## src/rtl/chunked_addsub.sv

```systemverilog
`timescale 1ns/1ps
// chunked_addsub: N-bit add/subtract reusing one W-bit ripple slice, least-significant chunk first.
// Latency: N/W cycles from the accepted start edge to the one-cycle done pulse.
// Backpressure: start is accepted only while idle; a start while busy is dropped, never queued.
//
// Ports:
//   clk, rst              rising-edge clock, asynchronous active-high reset
//   start                 operation request, sampled only when busy == 0
//   input1, input2        operands A and B (N bits), captured on an accepted start
//   carry_in, sub         carry into bit 0 (add only) and subtract select, captured on start
//   busy                  high while chunks are being processed
//   done                  one-cycle pulse when answer/carry_out/overflow are updated
//   answer                N-bit result, held until the next completion
//   carry_out, overflow   carry out of bit N-1 (1 = no borrow on subtract), signed overflow
module chunked_addsub #(
  parameter int N = 32,
  parameter int W = 8
) (
  input  logic         clk,
  input  logic         rst,
  input  logic         start,
  input  logic [N-1:0] input1,
  input  logic [N-1:0] input2,
  input  logic         carry_in,
  input  logic         sub,
  output logic         busy,
  output logic         done,
  output logic [N-1:0] answer,
  output logic         carry_out,
  output logic         overflow
);

  localparam int CYCLES = N / W;
  localparam int KW = (CYCLES > 1) ? $clog2(CYCLES) : 1;
  localparam logic [KW-1:0] K_LAST = KW'(CYCLES - 1);

  typedef enum logic {IDLE, RUN} state_t;

  state_t        state;
  state_t        state_nxt;

  logic [N-1:0]  a_reg;
  logic [N-1:0]  b_reg;        // effective B: already inverted for subtract
  logic [N-1:0]  result;
  logic          carry_reg;
  logic [KW-1:0] k;

  logic          accept;
  logic          last;
  logic [W-1:0]  a_chunk;
  logic [W-1:0]  b_chunk;
  logic [W:0]    sum;
  logic [N-1:0]  result_full;

  always_comb begin
    accept = (state == IDLE) && start;
    last   = (state == RUN) && (k == K_LAST);
  end

  // The single shared W-bit slice.
  always_comb begin
    a_chunk = a_reg[k*W +: W];
    b_chunk = b_reg[k*W +: W];
    sum     = {1'b0, a_chunk} + {1'b0, b_chunk} + {{W{1'b0}}, carry_reg};
  end

  // Result with the current chunk merged in, so the final edge can publish
  // the complete value without waiting a cycle for the result register.
  always_comb begin
    result_full              = result;
    result_full[k*W +: W]    = sum[W-1:0];
  end

  // FSM state register.
  always_ff @(posedge clk or posedge rst) begin
    if (rst) begin
      state <= IDLE;
    end else begin
      state <= state_nxt;
    end
  end

  // FSM next-state logic.
  always_comb begin
    state_nxt = state;
    case (state)
      IDLE:    if (start) state_nxt = RUN;
      RUN:     if (k == K_LAST) state_nxt = IDLE;
      default: state_nxt = IDLE;
    endcase
  end

  assign busy = (state == RUN);

  // Datapath and registered outputs.
  always_ff @(posedge clk or posedge rst) begin
    if (rst) begin
      a_reg     <= '0;
      b_reg     <= '0;
      result    <= '0;
      carry_reg <= 1'b0;
      k         <= '0;
      done      <= 1'b0;
      answer    <= '0;
      carry_out <= 1'b0;
      overflow  <= 1'b0;
    end else begin
      done <= 1'b0;
      if (accept) begin
        a_reg     <= input1;
        // Subtract is A + ~B + 1; carry_in is irrelevant in that case.
        b_reg     <= sub ? ~input2 : input2;
        carry_reg <= sub | carry_in;
        k         <= '0;
        result    <= '0;
      end else if (state == RUN) begin
        result    <= result_full;
        carry_reg <= sum[W];
        k         <= last ? '0 : k + 1'b1;
        if (last) begin
          answer    <= result_full;
          carry_out <= sum[W];
          // Operands of equal sign producing a result of the other sign.
          overflow  <= (a_reg[N-1] == b_reg[N-1]) && (result_full[N-1] != a_reg[N-1]);
          done      <= 1'b1;
        end
      end
    end
  end

endmodule

```

## config.mk

```make
export PLATFORM = sky130hd
export DESIGN_NAME = chunked_addsub
export DESIGN_NICKNAME = d
export VERILOG_FILES = /design/src/rtl/chunked_addsub.sv
export SDC_FILE = /design/constraint.sdc
export NUM_CORES = 1
export LEC_CHECK = 0
export CAP_MARGIN = 5
export CORE_MARGIN = 5
export CORE_UTILIZATION = 48
export CTS_CLUSTER_DIAMETER = 120
export CTS_CLUSTER_SIZE = 40
export DETAILED_ROUTE_END_ITERATION = 10
export PLACE_DENSITY_LB_ADDON = 0.08
export SLEW_MARGIN = 20
export SYNTH_ARGS = -nofsm -noshare
export SYNTH_HDL_FRONTEND = slang
export SYNTH_SLANG_ARGS = --single-unit
```

## constraint.sdc

```tcl
create_clock -name clk -period 12.2 [get_ports clk]
set_clock_uncertainty 0.2 [all_clocks]
set_input_delay 2.44 -clock clk [delete_from_list [all_inputs] [get_ports clk]]
set_output_delay 2.44 -clock clk [all_outputs]
set_load 0.01 [all_outputs]
```

Yosys cells after proc, flatten, opt, wreduce, memory -nomap -nowiden
Cells that the tools add are included.

Flip-flop bits (word level): 135. Input port bits: 69. Output and inout port bits: 36. Word-level logic and storage cells: 45.

Add/sub/neg operators: 4. Eq/ne operators: 3. Shifts and indexed selects: 4. Multiplexer cells: 15. Bitwise gates (word level): 4. Reduce and logical (&&, ||, !) cells: 5.

Operators by type and width (count): 32-bit two-way mux (3); 32-bit by 6-bit variable part select with 8-bit output (2); 5-bit negation with 34-bit output (1); 8-bit by 34-bit variable shift with 32-bit output, first input constant (1); 8-bit by 34-bit variable part select with 32-bit output (1); 32-bit bitwise mux (1); 32-bit inverter (1); 8-bit by 8-bit adder with 9-bit output (1); 9-bit by 1-bit adder with 9-bit output (1); 1-bit two-way mux (7); 2-bit two-way mux (3); 1-bit logical AND (3); 3-bit AND reduction (1); 2-bit by 1-bit adder with 2-bit output, second input constant (1); 2-bit equality test, second input constant (1); 1-bit inverter (2); 1-bit one-hot mux with 2 select lines (1); 2-bit nonzero test (1); 1-bit equality test (1); 1-bit != test (1); 1-bit OR (1).

Depth between registers and ports, before layout
Depth in word-level cells: 7. Mapped depth: 9. Mapped depth without buffers: 8.

Worst setup path before layout
OpenSTA, ideal clock, no wires.

Path kind: input -> register. Start: input start. End: register result[10]. Setup time: 67 ps. Data arrival time: 3246 ps. Data required time: 11933 ps. Path slack: 8687 ps. Cell stages on the path: 4. Buffers on the path: 1. Path through: nor2b_1 buf_6 a21oi_1 a22o_1.

Cells in the longest elaborated chain, start to end: 2. Elaborated cells on any way between the ends: 3. Those cells by class: mux (1); reduce/logical (2).

RTL lines: from (decl) (line 21) `input logic start,`; 1-bit logical AND * (line 56) `accept = (state == IDLE) && start;`; 32-bit two-way mux / 2-bit nonzero test (equally long branches); to (signal assigned) (line 117) `result <= result_full;`; to (decl) (line 44) `logic [N-1:0] result;`.

Every way passes the cells marked *; elsewhere a longest branch is shown, timed or not. A chain may end at the register's enable or synchronous reset.

Worst setup path after layout
Start: register state, in the netlist busy. End: output busy.

RTL lines: from (decl) (line 39) `state_t state;`; from (signal assigned) (line 79) `state <= state_nxt;`; to (decl) (line 26) `output logic busy,`.

No word-level cell between the ends.

==> summary by stage <==
Yosys
The synthesized netlist devotes 14.8% of its cell area to simple gates. The sequential element share of the synthesized area is 52.7%. The synthesis-stage register bit count is 127.

The synthesized net count is 660. For this run, the number of Yosys warnings is 0. The most common cell in the synthesized netlist is sky130_fd_sc_hd__dfrtp_1.

Each instance of the synthesized netlist takes up on average 10.5 um2. Summing the areas of all compound-gate instances in the mapped netlist gives 14.2% of the synthesized area. Sorting the synthesized cells by how often they occur yields sky130_fd_sc_hd__dfrtp_1, sky130_fd_sc_hd__nand2_1, sky130_fd_sc_hd__nor2_1. The combinational family with the most area after synthesis is simple AND/OR/NAND/NOR gates. The async set-or-reset flop fraction in the synthesized netlist is 100%. In the post-synthesis netlist, the biggest area contributors are sky130_fd_sc_hd__dfrtp_1, sky130_fd_sc_hd__nand2_1, sky130_fd_sc_hd__mux4_2. Counting flops with a built-in enable in the synthesized netlist gives 0. The share of the synthesized area in the top cell type is 52.7%. After synthesis, the share of cell area in mux cells is 6.35%. Yosys mapped the design onto 50 distinct sky130hd cell types.

The count of mapped cells out of synthesis is 577. The top cell type by total area after synthesis is sky130_fd_sc_hd__dfrtp_1. The share of synthesized cell area in full adder, half adder and majority cells is 3.15%. The mapped cell area is about 6000 um2. The share of the synthesized netlist area taken by xor and xnor gates is 5.62%. The most used flip-flop cell after synthesis is sky130_fd_sc_hd__dfrtp_1.

Place
The cell area after placement is 7180 um2. Buffers placed on the I/O ports in this run total approximately 100. The placed wire-length estimate is about 9400 um. The global placer's final weighted congestion is 0.777.

Cells and area
Once layout is done, the placed cells without fillers occupy approximately 7700 um2. The number of antenna diodes in the final layout is 0. The utilization after layout is 61.7%.

The number of nets in the layout is 756. Compared with the post-synthesis result, the final layout area differs by 27.5%. The layout cell share with drive strength beyond 1 is 9.64%.

CTS
The clock slew at the register clock pins of the worst setup and hold paths is 0.05 ns. The number of clock sinks is 127. The longest clock path from root to sink contains 2 buffers. The number of buffers inserted by hold repair at cts is 0. For the worst-skew pair, the clock arrives at the later sink with an insertion delay of approximately 0.41 ns. The number of resized instances in the post-cts repair step is 0. The setup fix buffers added after clock tree synthesis is 0. The H-tree generated during clock tree synthesis spans 4 levels. The clock tree from TritonCTS is yes. TritonCTS created 17 clock buffers. In this run the clock root is driven by a sky130_fd_sc_hd__clkbuf_16.

Global routing
The first global-routing pass estimated roughly 23000 um of wire. In the global route stage, overall resource usage came out at around a fifth. For this run the aggregate overflow at the end of global routing stands at 0. The number of global-route vias before repair is 4552. The initial antenna violation count was 0. Entering global routing, the biggest net connects 99 pins.

STA
The worst path in the final design needs a cycle of between 4 and 5 ns, including I/O delays and setup. Setup violations remaining at the end of the flow were counted as 0. The worst-case headroom to the max-slew limit is between 30 and 40%. At the pin with the least slew margin, the transition time is between 1 and 1.5 ns.

Hold timing on the final database bottoms out at a slack of 0.271 ns. The number of hold violations in the final report was 0. The upper clock frequency limit is 0.229 GHz. After routing, the total negative slack on setup checks comes to 0 ns.

The number of slew-limit violations in the final report is 0. In the finished design, the share of the clock period the worst path needs comes to 35.9%. Setup repair after global routing left no endpoint under its margin.

Drt
For this run, the detailed router's first-pass iteration total came to 4. The post-detailed-route count of antenna-violating nets is 0. The overall via count from detail_route is 4495. In the routed design, unresolved DRC markers number 0. The routed wire length per instance is about 16 um. In this run, the number of DRC markers left after iteration 0 of detailed routing was ~250. Wires add up to 13500 um. The via density per instance is 5.25.

Worst hold path
The startpoint identified for the worst hold timing path is a_reg[23]$_DFFE_PP0P_. The classification of the worst-slack hold path is flip-flop to flip-flop.

Setup path
Among all stages on the critical path, the largest delay is contributed by sky130_fd_sc_hd__clkdlybuf4s50_1. In this run the register-to-register setup slack is 8.43 ns. In this run the worst setup path begins at busy$_DFF_PP0_. Together, buffers and inverters on the worst path number 1. The largest driver fanout on the critical path is 14. Broken down by cell family, the worst path's largest delay share belongs to buffers and inverters. The endpoint of the worst register-to-register path is carry_out$_DFFE_PP0P_. The startpoint of the worst register-to-register path is k[0]$_DFFE_PP0P_. The delay of the slowest cell on the worst path is 0.67 ns.

The worst setup path endpoint is busy. The data arrival at the endpoint of the critical path is around 1.7 ns. The data required time of the worst path is approximately 9.6 ns. The signal on the critical path passes through clkdlybuf4s50_1. STA classifies the critical path startpoint as a flip-flop.

In this run the number of cells on the critical path is 1. The worst setup path is of the flip-flop to primary output kind. The worst setup path is captured at a primary output. The number of cells on the worst reg-to-reg path is 9.

Job
The number of max-cap violations is 0.

Power and ir drop
VDD sags by at most between 0.2 and 0.3 mV. The leakage dissipation is between 3 and 4 nW. The power per cell area is about 320 nW/um2. Power comes to between 0.002 and 0.0025 W.

Status
The run finished with clean final reports.

Die
The initial core utilization is approximately half. The area of the core is 12500 um2. The overall die height is 122 um. The die outline width is about 120 um. The number of ports placed on the die boundary is 105. The area of the die is 14900 um2.

The floorplan has 41 rows.
[per-stage QoR]
step / setup WS [ns] / std cells
4_1_cts: 7.80 / 857
6_report: 7.82 / 857
2_1_floorplan: 6.18 / 577
3_3_place_gp: 7.56 / 826
3_5_place_dp: 7.51 / 826
5_1_grt: 7.74 / 857
[routing by layer]
layer	up-vias	GRT usage (%)	wire (um)	share of wire [%]
li1	2175	-	-	-
met1	2187	25.5	5850	43
met2	118	32.8	6760	50
met3	15	4.36	647	4.8
met4	0	5.67	210	1.6
met5	-	0	0	0
[cells in the final DEF, fill, tap and decap left out, types with 3 or more instances in the layout]
cell type / count
sky130_fd_sc_hd__a21o_1: 3
sky130_fd_sc_hd__a21oi_1: 48
sky130_fd_sc_hd__a221oi_1: 12
sky130_fd_sc_hd__a22o_1: 21
sky130_fd_sc_hd__a31o_1: 5
sky130_fd_sc_hd__buf_4: 6
sky130_fd_sc_hd__clkbuf_1: 6
sky130_fd_sc_hd__clkbuf_16: 17
sky130_fd_sc_hd__clkdlybuf4s50_1: 103
sky130_fd_sc_hd__clkinv_2: 6
sky130_fd_sc_hd__dfrtp_1: 127
sky130_fd_sc_hd__ha_1: 12
sky130_fd_sc_hd__inv_1: 6
sky130_fd_sc_hd__mux4_2: 16
sky130_fd_sc_hd__nand2_1: 126
sky130_fd_sc_hd__nand2b_1: 3
sky130_fd_sc_hd__nor2_1: 65
sky130_fd_sc_hd__nor2b_1: 6
sky130_fd_sc_hd__o21ai_0: 16
sky130_fd_sc_hd__o21ai_1: 5
sky130_fd_sc_hd__xnor2_1: 34
[how the worst min path moves through the flow]
stage / end / slack (ns) / cells past startpoint
2_1_floorplan: a_reg[15]$_DFFE_PP0P_ / 0.24 / 2
3_3_place_gp: a_reg[28]$_DFFE_PP0P_ / 0.26 / 2
3_5_place_dp: a_reg[25]$_DFFE_PP0P_ / 0.26 / 2
4_1_cts: a_reg[25]$_DFFE_PP0P_ / 0.27 / 2
5_1_grt: a_reg[25]$_DFFE_PP0P_ / 0.28 / 2
6_report: a_reg[23]$_DFFE_PP0P_ / 0.27 / 2
[kinds of logic after synthesis]
kind of cell    Yosys count
simple gates            214
compound gates          127
fa+ha+maj                14
xor+xnor                 37
buf+inv                  41
mux                      17
flops                   127
[layout make-up]
class | count | area [um2]
Fill cell | 1099 | 4770
Sequential cell | 127 | 3180
Inverter | 8 | 32.5
Clock buffer | 23 | 448
Clock inverter | 8 | 67.6
Timing Repair Buffer | 110 | 1080
Tap cell | 172 | 215
Multi-Input combinational cell | 409 | 2670
[power breakdown]
group / leakage, nW / internal, W / switching (W) / total, W
sequential: 1.58 / 0.000613 / 0.000106 / 0.000718
clock: 0.254 / 0.000276 / 0.000171 / 0.000447
combinational: 1.50 / 0.000530 / 0.000781 / 0.00131
(Power assumes the default switching activity.)
